### src/rtl/imem_boot_loader.sv
// Streams a length-prefixed program into instruction memory, then runs the core until halt.
// Optional trailing XOR checksum byte enabled with `define IMEM_BOOT_CHECKSUM_EN.
module imem_boot_loader #(
  parameter int IMEM_BYTES  = 1024,
  parameter int RUN_TIMEOUT = 65535,
  parameter int CNT_W       = 16
) (
  input  logic             clk,
  input  logic             reset,
  input  logic             start,
  input  logic             in_valid,
  input  logic [7:0]       in_data,
  output logic             in_ready,
  input  logic             cpu_halt,
  output logic             imem_we,
  output logic [31:0]      imem_addr,
  output logic [31:0]      imem_wdata,
  output logic             cpu_reset,
  output logic             running,
  output logic             halted,
  output logic             error,
  output logic [1:0]       err_code,
  output logic [CNT_W-1:0] run_cycles
);

  localparam logic [2:0] IDLE   = 3'd0;
  localparam logic [2:0] LEN_LO = 3'd1;
  localparam logic [2:0] LEN_HI = 3'd2;
  localparam logic [2:0] LOAD   = 3'd3;
  localparam logic [2:0] CHK    = 3'd4;
  localparam logic [2:0] RUN    = 3'd5;
  localparam logic [2:0] HALTED = 3'd6;
  localparam logic [2:0] ERROR  = 3'd7;

  localparam logic [16:0] MAXW = 17'(IMEM_BYTES / 4);
  localparam logic [CNT_W-1:0] TMO = CNT_W'(RUN_TIMEOUT);

`ifdef IMEM_BOOT_CHECKSUM_EN
  localparam logic [2:0] POST = CHK;
`else
  localparam logic [2:0] POST = RUN;
`endif

  logic [2:0]       state_q, state_d;
  logic [15:0]      len_q, len_d;
  logic [CNT_W-1:0] widx_q, widx_d;
  logic [1:0]       bcnt_q, bcnt_d;
  logic [31:0]      asm_q, asm_d;
  logic [7:0]       csum_q, csum_d;
  logic [CNT_W-1:0] run_q, run_d;
  logic [1:0]       err_q, err_d;
  logic             we_q, we_d;
  logic [31:0]      addr_q, addr_d;
  logic [31:0]      wdata_q, wdata_d;
  logic             rdy_q, rdy_d;
  logic             crst_q, crst_d;
  logic             run_o_q, run_o_d;
  logic             hlt_q, hlt_d;
  logic             err_o_q, err_o_d;

  logic             acc;
  logic [15:0]      n_full;
  logic [CNT_W-1:0] widx_inc;
  logic [CNT_W-1:0] run_inc;
  logic [31:0]      word;

  assign acc      = in_valid && rdy_q;
  assign n_full   = {in_data, len_q[7:0]};
  assign widx_inc = widx_q + CNT_W'(1);
  assign run_inc  = (run_q == '1) ? run_q : run_q + CNT_W'(1);
  assign word     = {in_data, asm_q[31:8]};

  always_comb begin
    state_d = state_q;
    len_d   = len_q;
    widx_d  = widx_q;
    bcnt_d  = bcnt_q;
    asm_d   = asm_q;
    csum_d  = csum_q;
    run_d   = run_q;
    err_d   = err_q;
    we_d    = 1'b0;
    addr_d  = addr_q;
    wdata_d = wdata_q;
    case (state_q)
      IDLE, HALTED, ERROR: begin
        if (start) begin
          state_d = LEN_LO;
          len_d   = '0;
          widx_d  = '0;
          bcnt_d  = '0;
          csum_d  = '0;
          run_d   = '0;
          err_d   = 2'b00;
        end
      end
      LEN_LO: begin
        if (acc) begin
          len_d[7:0] = in_data;
          csum_d     = csum_q ^ in_data;
          state_d    = LEN_HI;
        end
      end
      LEN_HI: begin
        if (acc) begin
          len_d  = n_full;
          csum_d = csum_q ^ in_data;
          if ({1'b0, n_full} > MAXW) begin
            state_d = ERROR;
            err_d   = 2'b01;
          end else if (n_full == 16'd0) begin
            state_d = POST;
          end else begin
            state_d = LOAD;
          end
        end
      end
      LOAD: begin
        if (acc) begin
          csum_d = csum_q ^ in_data;
          bcnt_d = bcnt_q + 2'd1;
          asm_d  = word;
          if (bcnt_q == 2'd3) begin
            we_d    = 1'b1;
            addr_d  = 32'(widx_q) << 2;
            wdata_d = word;
            widx_d  = widx_inc;
`ifdef IMEM_BOOT_CHECKSUM_EN
            if (widx_inc == CNT_W'(len_q)) state_d = CHK;
`endif
          end
        end else if (widx_q == CNT_W'(len_q)) begin
          // last word is being written this cycle; release core afterwards
          state_d = RUN;
        end
      end
`ifdef IMEM_BOOT_CHECKSUM_EN
      CHK: begin
        if (acc) begin
          if (in_data == csum_q) begin
            state_d = RUN;
          end else begin
            state_d = ERROR;
            err_d   = 2'b10;
          end
        end
      end
`endif
      RUN: begin
        run_d = run_inc;
        if (cpu_halt) begin
          state_d = HALTED;
        end else if (run_inc == TMO) begin
          state_d = ERROR;
          err_d   = 2'b11;
        end
      end
      default: state_d = IDLE;
    endcase
  end

  always_comb begin
    rdy_d   = (state_d == LEN_LO) || (state_d == LEN_HI) ||
              (state_d == CHK) ||
              ((state_d == LOAD) && (widx_d != CNT_W'(len_d)));
    crst_d  = (state_d != RUN);
    run_o_d = (state_d == RUN);
    hlt_d   = (state_d == HALTED);
    err_o_d = (state_d == ERROR);
  end

  always_ff @(posedge clk) begin
    if (reset) begin
      state_q <= IDLE;
      len_q   <= '0;
      widx_q  <= '0;
      bcnt_q  <= '0;
      asm_q   <= '0;
      csum_q  <= '0;
      run_q   <= '0;
      err_q   <= 2'b00;
      we_q    <= 1'b0;
      addr_q  <= '0;
      wdata_q <= '0;
      rdy_q   <= 1'b0;
      crst_q  <= 1'b1;
      run_o_q <= 1'b0;
      hlt_q   <= 1'b0;
      err_o_q <= 1'b0;
    end else begin
      state_q <= state_d;
      len_q   <= len_d;
      widx_q  <= widx_d;
      bcnt_q  <= bcnt_d;
      asm_q   <= asm_d;
      csum_q  <= csum_d;
      run_q   <= run_d;
      err_q   <= err_d;
      we_q    <= we_d;
      addr_q  <= addr_d;
      wdata_q <= wdata_d;
      rdy_q   <= rdy_d;
      crst_q  <= crst_d;
      run_o_q <= run_o_d;
      hlt_q   <= hlt_d;
      err_o_q <= err_o_d;
    end
  end

  assign in_ready   = rdy_q;
  assign imem_we    = we_q;
  assign imem_addr  = addr_q;
  assign imem_wdata = wdata_q;
  assign cpu_reset  = crst_q;
  assign running    = run_o_q;
  assign halted     = hlt_q;
  assign error      = err_o_q;
  assign err_code   = err_q;
  assign run_cycles = run_q;

endmodule

### config.mk
export PLATFORM = sky130hd
export DESIGN_NAME = imem_boot_loader
export DESIGN_NICKNAME = d
export VERILOG_FILES = /design/src/rtl/imem_boot_loader.sv
export SDC_FILE = /design/constraint.sdc
export NUM_CORES = 1
export LEC_CHECK = 0
export BUFFER_PORTS_ARGS = -buffer_cell sky130_fd_sc_hd__buf_2
export CAP_MARGIN = 20
export CORE_ASPECT_RATIO = 0.7
export CORE_MARGIN = 2
export CORE_UTILIZATION = 61
export CTS_CLUSTER_SIZE = 12
export DETAILED_ROUTE_END_ITERATION = 6
export HOLD_SLACK_MARGIN = 0.1
export PLACE_DENSITY_LB_ADDON = 0.2
export SYNTH_ARGS = -nofsm -noshare
export SYNTH_HDL_FRONTEND = slang
export SYNTH_SLANG_ARGS = --single-unit
### constraint.sdc
create_clock -name clk -period 6.1 [get_ports clk]
set_input_delay 0.61 -clock clk [delete_from_list [all_inputs] [get_ports clk]]
set_output_delay 0.61 -clock clk [all_outputs]
set_load 0.005 [all_outputs]
After elaboration in Yosys (flattened, before gate mapping)
Cells that the tools add are included.
Word-level totals
  input bits: 13
  output and inout port bits: 88
  word-level logic and storage cells: 94
  register bits after elaboration: 141
Cells by class
  add/sub/neg operators: 3
  multiplexer cells: 31
  magnitude comparators: 1
  bitwise gates (word level): 2
  reduce and logical (&&, ||, !) cells: 17
  eq/ne operators: 25
Operators with widths (number)
  two-way mux 16 bit: 7
  case mux 16 bit (2 select lines): 2
  adder 16 x 1 -> 16 bit (second input constant): 2
  equality test 16 bit (second input constant): 2
  two-way mux 3 bit: 9
  case mux 8 bit (3 select lines): 1
  equality test 3 bit (second input constant): 7
  equality test 16 bit: 1
  greater-than comparator 16 x 9 -> 1 bit (second input constant): 1
  zero test 16 bit: 1
  != test 16 bit: 1
  case mux 8 bit (2 select lines): 1
  case mux 3 bit (5 select lines): 1
  equality test 3 x 2 -> 1 bit (second input constant): 4
  two-way mux 2 bit: 6
  != test 2 bit (second input constant): 6
  two-way mux 8 bit: 1
  equality test 3 x 1 -> 1 bit (second input constant): 2
  case mux 2 bit (3 select lines): 1
  AND reduction 3 bit: 2
  AND reduction 6 bit: 1
  OR reduction 3 bit: 2
  case mux 2 bit (2 select lines): 1
  AND reduction 2 bit: 2
  other kinds (10): 15

Longest topological paths before layout
  depth in word-level cells: 10
  gate-level depth with buffers: 10
  gate-level depth less buffers: 9

Worst setup path after synthesis
OpenSTA, ideal clock, no wires.
  path kind: register to register
  start: register run_q[0], in the netlist run_cycles[0]
  end: register err_q[1], in the netlist err_code[1]
  required time: 6.033 ns
  setup slack: 3.258 ns
  period minus slack after synthesis: 2.842 ns
  library setup time: 0.067 ns
  cell stages (with the launch flop): 11
  buffers on the path: 1
  data arrival time: 2.775 ns
  cell sequence: dfxtp_1 ha_1 buf_2 nand4_4 nor4_1 nor2_1 xnor2_1 nor4_2 nand4_1 or3b_1 a21oi_2
Between the ends
  longest elaborated chain between the ends: 5
  elaborated cells on any way between the ends: 6
  those cells by class: add/sub: 1; eq/ne: 3; mux: 1; reduce/logical: 1
RTL lines
  start: declaration: RTL line 50  | logic [CNT_W-1:0] run_q, run_d;
  start signal: assignment: RTL line 197  | run_q <= run_d;
  adder 16 x 1 -> 16 bit / equality test 16 bit (equally long branches): RTL line 70  | assign run_inc = (run_q == '1) ? run_q : run_q + CNT_W'(1);
  two-way mux 16 bit *: RTL line 70
  equality test 16 bit *: RTL line 153  | end else if (run_inc == TMO) begin
  != test 2 bit (no source line) *
  AND reduction 6 bit (no source line) *
  end signal: assignment: RTL line 198  | err_q <= err_d;
  end: declaration: RTL line 51  | logic [1:0] err_q, err_d;
Every way passes the cells marked *; elsewhere a longest branch is shown, timed or not.
A chain may end at the register's enable or synchronous reset.

Final worst setup path
  start: register state_q[0]
  end: register rdy_q, in the netlist in_ready
Between the ends
  longest elaborated chain between the ends: 7
  elaborated cells on any way between the ends: 28
  those cells by class: eq/ne: 11; mux: 11; reduce/logical: 6
RTL lines
  start: declaration: RTL line 44  | logic [2:0] state_q, state_d;
  start signal: assignment: RTL line 191  | state_q <= state_d;
  equality test 3 bit, or another cell as far along: RTL line 85  | case (state_q)
  OR reduction 3 bit, or another cell as far along: RTL line 85
  case mux 3 bit (5 select lines): RTL line 85
  equality test 3 x 1 -> 1 bit / equality test 3 x 2 -> 1 bit (equally long branches): RTL line 163  | rdy_d = (state_d == LEN_LO) || (state_d == LEN_HI) ||
  logical OR 1 bit (2 in series): RTL line 163
  logical OR 1 bit *: RTL line 164  | (state_d == CHK) ||
  end signal: assignment: RTL line 202  | rdy_q <= rdy_d;
  end: declaration: RTL line 55  | logic rdy_q, rdy_d;
Marks and branches as above.

==> summary.txt <==
Run status
  – Status: completed

STA
  – Slew Limit Fails: 0
  – Period minus WS final: around 3.3 ns
  – Fin Clk Skew: 0.00795 ns
  – RSZ-0062 raised after global routing: no
  – Max Clock Freq: 301 MHz
  – Fin. Hold Viols: 0
  – Worst hold slack: 0.448 ns
  – Slew HR: a little over two fifths
  – Measured slew at the worst slew-check pin: 0.868 ns
  – Final setup fails: 0
  – Final period util: 54.4%
  – TNS Setup: 0 ns

Synth
  – Synth async-reset ratio: 0%
  – Top FF cell, synth: dfxtp_1
  – Post-synthesis sequential element count: 133
  – Number of synthesized flops with an enable pin: 0
  – Largest cells by area after synthesis: dfxtp_1 43%, nand2_1 11%, a21oi_1 8.0%, nor2_1 3.8%, xor2_1 3.4%
  – Post-Syn Area: 6220 µm²
  – Top-count cell post-synth: nand2_1
  – Commonest cells post-synth: 180 x nand2_1, 133 x dfxtp_1, 100 x a21oi_1, 63 x nor2_1, 37 x clkbuf_1
  – Synth Warn #: 0
  – Synth area leader: dfxtp_1
  – Yosys cell types: 62
  – Top cell type's share of synthesized area: about 43%
  – Mean Syn Cell Area: 7.85 µm²
  – Sequential share of the synthesized area: 42.8%
  – Synth Instances: 793

Floorplanning
  – Area of the core: 9800 µm²
  – I/O pin cnt: 101
  – Initial Util: 63.5%
  – Die height: around 89 µm
  – Die W: 125 µm
  – Die outline area: around 11000 µm²
  – Core Rows: 30

Worst setup path
  – Setup crit start kind: flop
  – Critical path class: reg -> reg
  – Crit. End Element: flop
  – CP max stage cell: nand3b_1
  – Worst-path maximum fanout: 20
  – CP Buf/Inv Count: 0
  – Max incr delay on CP: about 0.70 ns
  – Crit-path cells: nand3b_1, nand3_1, o21ai_0, a21oi_1, xnor2_1, nand3_1, nor4_1, a41oi_1
  – CP most frequent cell: nand3_1
  – Critical Path RT: 6.39 ns
  – Crit path DAT: 3.61 ns
  – Top cell family by delay on the critical path: simple AND/OR/NAND/NOR gates

Flow run
  – # Max-Cap Violations: 0

CTS
  – CTS tree: yes
  – CTS buffer count: 17
  – Post_cts resized: 0
  – CTS root buf: clkbuf_16
  – Setup bufs post-CTS: 0
  – Clock latency at the later pin of the worst-skew pair: 0.42 ns
  – Htree depth: 4
  – CTS Buffer Depth: 2
  – Cts hold-fix bufs: 0
  – Clock transition at path regs: around 0.06 ns
  – Sink Count: between 100 and 150

Route
  – Vias/cell: 6.05
  – Residual DRC: 0
  – DRT Wirelength: 17.0 mm
  – First-pass iteration count of the detailed router: 6
  – Vias: 5990
  – Wire per inst: ~17 µm
  – Iter 0 DRT Violations: 637
  – Routed Antenna Nets: 0

Place
  – Dpl hpwl: between 10 and 15 mm
  – Port Buffers: 84
  – GPL Wtd Cong: 0.989

Power
  – P_leak: 2.86 nW
  – Power Density: 278 nW/µm²
  – Max rail drop VDD: around 0.26 mV

Final layout
  – Nets: 865
  – Sequential cell area: about 2700 µm²
  – Multi-input logic area: 3230 µm²
  – Inserted Diodes: 0
  – Layout cells sized above 1: 16.0%
  – Fillers: 777
  – Layout area overhead: 14.6%

Global route
  – Largest net degree at the start of global routing: a little under 80
  – First-pass GRT wire length: 26.4 mm
  – Via count of the first global-routing pass: ~5200
  – Gr usage total: between 30 and 40%
  – Initial antenna violation count: 0
  – Global route overflow: 0

Worst hold path
  – HP Class: reg -> reg
[state kept, by name, indices dropped and copies added, names as in the netlist, 2 cells and up]
register	count
imem_wdata	32
asm_q	24
imem_addr	16
len_q	16
run_cycles	16
widx_q	16
state_q	3
bcnt_q	2
err_code	2
[power by group]
| group | leakage [nW] | internal, W | switching, W | total [W] |
|---|---|---|---|---|
| clock network | 0.286 | 0.000607 | 0.000397 | 0.00100 |
| registers | 1.07 | 0.000873 | 0.00000825 | 0.000882 |
| logic | 1.50 | 0.0000263 | 0.0000701 | 0.0000964 |
| total | 2.86 | 0.00151 | 0.000475 | 0.00198 |
[tightest hold or removal path: stages (launching register included)]
cell	delay (ns)
dfxtp_1	0.30
nand2_1	0.05
a21oi_1	0.05
[through the flow]
step / setup slack [ns] / power (W) / util [%] / cell area (µm²) / instances
after detailed placement: 2.32 / 0.000992 / 66.6 / 6530 / 956
after floorplan: 3.26 / 0.000970 / - / 6280 / 808
after global placement: 2.54 / 0.000990 / 66.6 / 6530 / 956
after global routing: 2.58 / 0.00203 / 72.8 / 7140 / 990
final: 2.78 / 0.00198 / 72.8 / 7140 / 990
after CTS: 2.29 / 0.00198 / 72.6 / 7110 / 988
[final cells by class]
type / instances / share of cell area [%]
Tap cell: 128 / 2.24
Clock inverter: 13 / 2.09
Inverter: 7 / 0.368
Clock buffer: 19 / 6.07
Multi-Input combinational cell: 600 / 45.2
Sequential cell: 133 / 37.3
Timing Repair Buffer: 90 / 6.70
[final timing paths]
kind | endpoint | cells after the start | slack (ns) | from
setup / recovery | in_ready | 8 | 2.78 | state_q[0]
hold reg to reg | imem_addr[8] | 2 | 0.45 | imem_addr[8]
setup reg to reg | in_ready | 8 | 2.78 | state_q[0]
hold / removal | imem_addr[8] | 2 | 0.45 | imem_addr[8]
[cell usage in the layout, fill, tap and decap left out, types with 12 or more instances in the layout]
cell type	instances
nand3_1	20
a22oi_1	16
nor4_1	14
nor3_1	19
conb_1	16
o21ai_0	22
clkbuf_16	17
nand2_1	180
nand4_1	12
xor2_1	24
a21oi_1	100
xnor2_1	13
buf_2	83
dfxtp_1	133
nor2_1	62
[routing by layer]
metal	up-vias	part of all wire (%)	track usage, %
li1	2818	-	-
met1	2755	45	44.0
met2	386	40	42.9
met3	31	13	11.2
met4	0	1.7	8.99
met5	-	0	0
[cell families after synthesis]
family | after synthesis | share of synthesized area, %
AND/OR/NAND/NOR | 361 | 27.2
adder cells (fa/ha/maj) | 3 | 0.603
multiplexers | 4 | 0.724
buffers and inverters | 75 | 6.41
other | 1 | 0.0602
XOR/XNOR | 37 | 5.21
flip-flops | 133 | 42.8
AO/OA/AOI/OAI | 179 | 17.0
Note: power is estimated with default switching activity, not from simulation.
